**src/rtl/preg_alloc_pool.sv**
```systemverilog
// Physical-register free pool: circular FIFO of unmapped preg indices with
// per-branch-tag head checkpoints for single-cycle squash recovery.
module preg_alloc_pool #(
    parameter int unsigned NUM_PREGS              = 64,
    parameter int unsigned NUM_AREGS              = 32,
    parameter int unsigned MAX_PREDICT_DEPTH_BITS = 2,
    localparam int unsigned PW = $clog2(NUM_PREGS),
    localparam int unsigned TW = MAX_PREDICT_DEPTH_BITS
) (
    input  logic          clk,
    input  logic          reset,
    output logic [PW-1:0] preg1,
    output logic [PW-1:0] preg2,
    output logic [PW:0]   num_free,
    input  logic [1:0]    alloc_cnt,
    input  logic          ckpt_en,
    input  logic [TW-1:0] ckpt_tag,
    input  logic          branch_shootdown,
    input  logic [TW-1:0] shootdown_tag,
    input  logic [1:0]    free_en,
    input  logic [PW-1:0] free_preg1,
    input  logic [PW-1:0] free_preg2,
    output logic          alloc_err,
    output logic          free_err
);

    localparam int unsigned NCKPT = 1 << TW;
    localparam int unsigned NINIT = NUM_PREGS - NUM_AREGS;

    logic [PW-1:0] fifo [NUM_PREGS];
    logic [PW:0]   ckpt [NCKPT];
    logic [PW:0]   head;
    logic [PW:0]   tail;
    logic [PW:0]   head_alloc;
    logic [PW:0]   head_nxt;
    logic [PW:0]   tail_nxt;
    logic [PW:0]   alloc_amt;
    logic [PW:0]   free_amt;
    logic [PW+1:0] free_total;
    logic          alloc_ok;
    logic          free_ok;
    logic [PW-1:0] head_idx_p1;
    logic [PW-1:0] tail_idx;
    logic [PW-1:0] tail_idx_p1;

    // Index arithmetic uses only the low bits; the wrap bit matters for counts only.
    assign head_idx_p1 = head[PW-1:0] + PW'(1);
    assign tail_idx    = tail[PW-1:0];
    assign tail_idx_p1 = tail[PW-1:0] + PW'(1);

    // Zero-latency presentation of the next two free indices.
    assign preg1 = fifo[head[PW-1:0]];
    assign preg2 = fifo[head_idx_p1];

    // Legality checks and next-pointer computation; both checks use registered num_free.
    always_comb begin
        alloc_amt  = (PW+1)'(alloc_cnt);
        free_amt   = (PW+1)'(free_en[0]) + (PW+1)'(free_en[1]);
        free_total = (PW+2)'(num_free) + (PW+2)'(free_amt);
        alloc_ok   = (alloc_cnt != 2'd3) && (alloc_amt <= num_free);
        free_ok    = free_total <= (PW+2)'(NUM_PREGS);

        head_alloc = head;
        if (alloc_ok) begin
            head_alloc = head + alloc_amt;
        end

        head_nxt = head_alloc;
        if (branch_shootdown) begin
            head_nxt = ckpt[shootdown_tag];
        end

        tail_nxt = tail;
        if (free_ok) begin
            tail_nxt = tail + free_amt;
        end
    end

    // Pointer, checkpoint, free-list and error-pulse state.
    always_ff @(posedge clk) begin
        if (reset) begin
            head      <= '0;
            tail      <= (PW+1)'(NINIT);
            num_free  <= (PW+1)'(NINIT);
            alloc_err <= 1'b0;
            free_err  <= 1'b0;
            for (int unsigned i = 0; i < NUM_PREGS; i++) begin
                fifo[i] <= (i < NINIT) ? PW'(NUM_AREGS + i) : '0;
            end
            for (int unsigned j = 0; j < NCKPT; j++) begin
                ckpt[j] <= '0;
            end
        end else begin
            head      <= head_nxt;
            tail      <= tail_nxt;
            num_free  <= tail_nxt - head_nxt;
            alloc_err <= !alloc_ok;
            free_err  <= !free_ok;

            // A shootdown discards a same-cycle checkpoint request.
            if (ckpt_en && !branch_shootdown) begin
                ckpt[ckpt_tag] <= head_alloc;
            end

            // Compact valid frees into consecutive tail slots.
            if (free_ok) begin
                case (free_en)
                    2'b01: fifo[tail_idx] <= free_preg1;
                    2'b10: fifo[tail_idx] <= free_preg2;
                    2'b11: begin
                        fifo[tail_idx]    <= free_preg1;
                        fifo[tail_idx_p1] <= free_preg2;
                    end
                    default: ;
                endcase
            end
        end
    end

endmodule

```
**config.mk**
```make
export PLATFORM = sky130hd
export DESIGN_NAME = preg_alloc_pool
export DESIGN_NICKNAME = d
export VERILOG_FILES = /design/src/rtl/preg_alloc_pool.sv
export SDC_FILE = /design/constraint.sdc
export NUM_CORES = 1
export LEC_CHECK = 0
export BUFFER_PORTS_ARGS = -buffer_cell sky130_fd_sc_hd__clkbuf_2
export CAP_MARGIN = 20
export CORE_MARGIN = 2
export CORE_UTILIZATION = 25
export DETAILED_ROUTE_END_ITERATION = 8
export PLACE_DENSITY = 0.48
export SLEW_MARGIN = 15
export SYNTH_ARGS = -nofsm -noshare
export SYNTH_HDL_FRONTEND = slang
export SYNTH_SLANG_ARGS = --single-unit
```
**constraint.sdc**
```tcl
create_clock -name clk -period 3.7 [get_ports clk]
set_input_delay 0.37 -clock clk [delete_from_list [all_inputs] [get_ports clk]]
set_output_delay 0.37 -clock clk [all_outputs]
set_load 0.02 [all_outputs]
```
==> impl_metrics.csv <==
group,metric,value,unit
critical_path,path_delay_family,"multiplexers",
yosys,netlist.area_leader.share,48.0,%
die,start_util,25.2,%
detailed_routing,routed_wl,106000,um
placement,io_buffers,44,
global_route,busiest_layer,"met2",
clocking,cts_sinks,435,
critical_path,critPathLaunch,"head[1]$_SDFF_PP0_",
yosys,synth_top_area_cell,"edfxtp_1",
timing,fin_crit_sh,98.7,%
global_route,use_met1,26.9,%
finish,syn2layout_area_growth,23.4,%
detailed_routing,drc_errors,0,
die,chipHeight,325,um
critical_path,critPathArrivalTime,3280,ps
critical_path,cpMostUsedCell,"mux4_2",
critical_path,crit_path_start_kind,"flop",
timing,report.final.setup_viol,0,
yosys,ys_top_cells_by_area,"edfxtp_1 (48%), mux4_2 (21%), nand2_1 (3.0%)",
finish,stdcell_count,3605,
global_route,grt_max_degree,55,
timing,finalSetupTns,0,ps
yosys,synth_cell_types,62,
clocking,numCtsBuffers,51,
timing,tightest_slew,886,ps
power_and_ir_drop,power.density,452,mW/mm^2
global_route,antenna_found_initial,7,
yosys,syn_inst,1983,
finish,fin_nets,2242,
placement,hpwlAfterDp,76400,um
timing,min_period,3650,ps
timing,rsz0062_at_grt,"yes",
detailed_routing,vias,20700,
finish,regArea,0.0128,mm^2
yosys,synthesis.nets,2029,
timing,final_hold_viol_count,0,
clocking,htreeDepth,2,
detailed_routing,wire_per_inst,29.5,um
yosys,syn_avg_cell_area,13.0,um^2
yosys,syn-cell-area,0.0258,mm^2
die,core,0.102,mm^2
placement,gp_congestion,0.932,
yosys,synthFlopType,"edfxtp_1",
finish,multi_input_area,0.0123,mm^2
yosys,ys_seq_area_share,49.8,%
power_and_ir_drop,p_leak,10.1,nW
yosys,async_reset_ff_share,0,%
die,num_rows,117,
yosys,synth-seq-cells,435,
critical_path,crit_slowest_cell,"mux4_2",
die,io_pins,45,
timing,fmax,274,MHz
clocking,clock-root-buffer,"clkbuf_16",
critical_path,crit_chain,"ha_4 -> buf_4 -> buf_12 -> mux4_2 -> mux4_2 -> a22oi_2 -> nand2_1 -> clkbuf_2",
critical_path,cpPeakStageDelay,550,ps
finish,fillerInstances,10200,
finish,drive_above_1_share,32.9,%
detailed_routing,first_pass_iters,6,
power_and_ir_drop,vdd_drop_max,0.000327,V
die,die_area,0.106,mm^2
clocking,clockBufferDepth,3,
critical_path,crit_type,"reg2out",
global_route,overflow,0,
outcome,status,"completed",
timing,drv_slew,0,
critical_path,worst-path-buf-inv,3,
global_route,grt_pass1_wl,152000,um
clocking,clock_latency,620,ps
die,fp.dieW,325,um
detailed_routing,viasPerCell,5.75,
critical_path,required,3330,ps
detailed_routing,ant_nets,0,
critical_path,critical_path.max_fanout,24,
yosys,yosysWarnings,0,
global_route,grt_pass1_vias,20500,
global_route,gr-usage-met2,30.1,%
placement,dp.cells,3504,
clocking,cts_tree,"yes",
min_path,hold_start,"alloc_cnt[0]",
global_route,grt_use_met3,4.96,%
clocking,ctsHoldBuffers,0,
timing,fin_skew,35.6,ps
yosys,synth_edf_count,412,
min_path,hold_path_class,"in2reg",
global_route,grt_usage,19.7,%
clocking,clkTransAtPathRegs,60,ps
critical_path,reg2reg_from,"num_free[1]$_SDFF_PP0_",
critical_path,worstSetupEndpointType,"output port",
job,maxCapViolCount,0,
detailed_routing,first_iter_violations,2963,
timing,slew_headroom,41.0,%
-- repair_timing --
action | 4_1_cts | 5_1_grt
gates resized for setup | 27 | 14
pin swaps | 0 | 1
buffers inserted | 3 | 2
gates cloned | 1 | 1
setup endpoints to repair | 12 | 18
-- metal layers --
metal  up-vias  wire length, um  share of wire [%]
li1       8472                -                  -
met1     10700            43300                 41
met2      1331            47400                 44
met3       236            11500                 11
met4         8             4360                4.1
met5         -               49              0.046
-- flip-flops by register name, summed over array words and instances, names as in the netlist --
name / cells
fifo: 384
ckpt: 28
head: 7
num_free: 7
tail: 7
alloc_err: 1
free_err: 1
-- path summary, 6_finish.rpt --
check                                        endpoint  slack, ps  depth (start not counted)
worst min register to register     tail[6]$_SDFF_PP0_        530                          2
worst max register to register  fifo[46][2]$_DFFE_PP_        240                         15
worst min-delay path             alloc_err$_SDFF_PP0_        160                          3
worst max-delay path                         preg2[5]         50                          8
-- cells in the mapped netlist (16+ instances only) --
| cell type | instances |
|---|---|
| edfxtp_1 | 412 |
| mux4_2 | 237 |
| nand2_1 | 206 |
| nor2_1 | 169 |
| clkbuf_1 | 150 |
| o22ai_1 | 113 |
| a22oi_1 | 80 |
| o21ai_0 | 66 |
| a22o_1 | 51 |
| a21oi_1 | 33 |
| o2bb2ai_1 | 33 |
| a2bb2oi_1 | 26 |
| nand3_1 | 26 |
| buf_2 | 24 |
| o211ai_1 | 24 |
| and2_1 | 23 |
| buf_1 | 23 |
| dfxtp_1 | 23 |
| mux2i_1 | 22 |
| or3_1 | 21 |
| ha_1 | 20 |
| nor3_1 | 19 |
| a211oi_1 | 16 |
| inv_1 | 16 |
-- report_power, final --
| group | leakage [nW] | total (mW) | switching [mW] | internal, mW |
|---|---|---|---|---|
| clock | 0.800 | 5.15 | 2.18 | 2.97 |
| combinational | 5.27 | 3.47 | 2.02 | 1.45 |
| sequential | 4.05 | 5.75 | 0.171 | 5.58 |
| total | 10.1 | 14.4 | 4.37 | 9.99 |
-- worst min-delay path: cells and delay by family --
family          cells  cell delay, ps
buf+inv             1             120
simple gates        1             100
compound gates      1             120
-- through the flow --
step | hold slack [ps] | total power [mW] | cell area [um^2] | utilization [%] | setup WS, ps
after global placement | 513 | 9.13 | 29900 | 29.3 | -170
after CTS | 165 | 14.3 | 31700 | 31.1 | 1.46
after floorplan | 487 | 7.63 | 25800 | - | -33.5
after global routing | 182 | 14.7 | 31800 | 31.2 | -30.8
after detailed placement | 524 | 9.15 | 29900 | 29.3 | -218
final | 163 | 14.4 | 31800 | 31.2 | 46.7
-- placed cells by master (no fill, tap or decap), drive strengths merged, types with 26 or more instances in the layout --
master,instances
clkbuf,114
o21ai,74
nand2,207
buf,312
o2bb2ai,33
a21oi,33
a2bb2oi,26
nand3,27
edfxtp,412
a22oi,80
mux4,237
o22ai,123
a22o,51
nor2,169
-- layout make-up --
cell class                 instances  area share, %
inverter                          16          0.189
multi-input combinational       1334           38.8
antenna                            1        0.00787
clock buffer                      69           4.36
clock inverter                    24          0.791
sequential                       435           40.4
tap                             1368           5.38
timing repair buffer             358           10.1
-- kinds of logic after synthesis --
| family | after synthesis | share of synthesized area (%) |
|---|---|---|
| xor gates and xnor gates | 26 | 0.913 |
| DFF | 435 | 49.8 |
| AOI/OAI and AO/OA | 505 | 14.1 |
| adders and majority gates | 22 | 1.13 |
| buffers and inverters | 214 | 3.26 |
| muxes | 266 | 21.9 |
| and+or+nand+nor | 515 | 8.83 |
No activity file was read; power rests on OpenSTA's default activity.
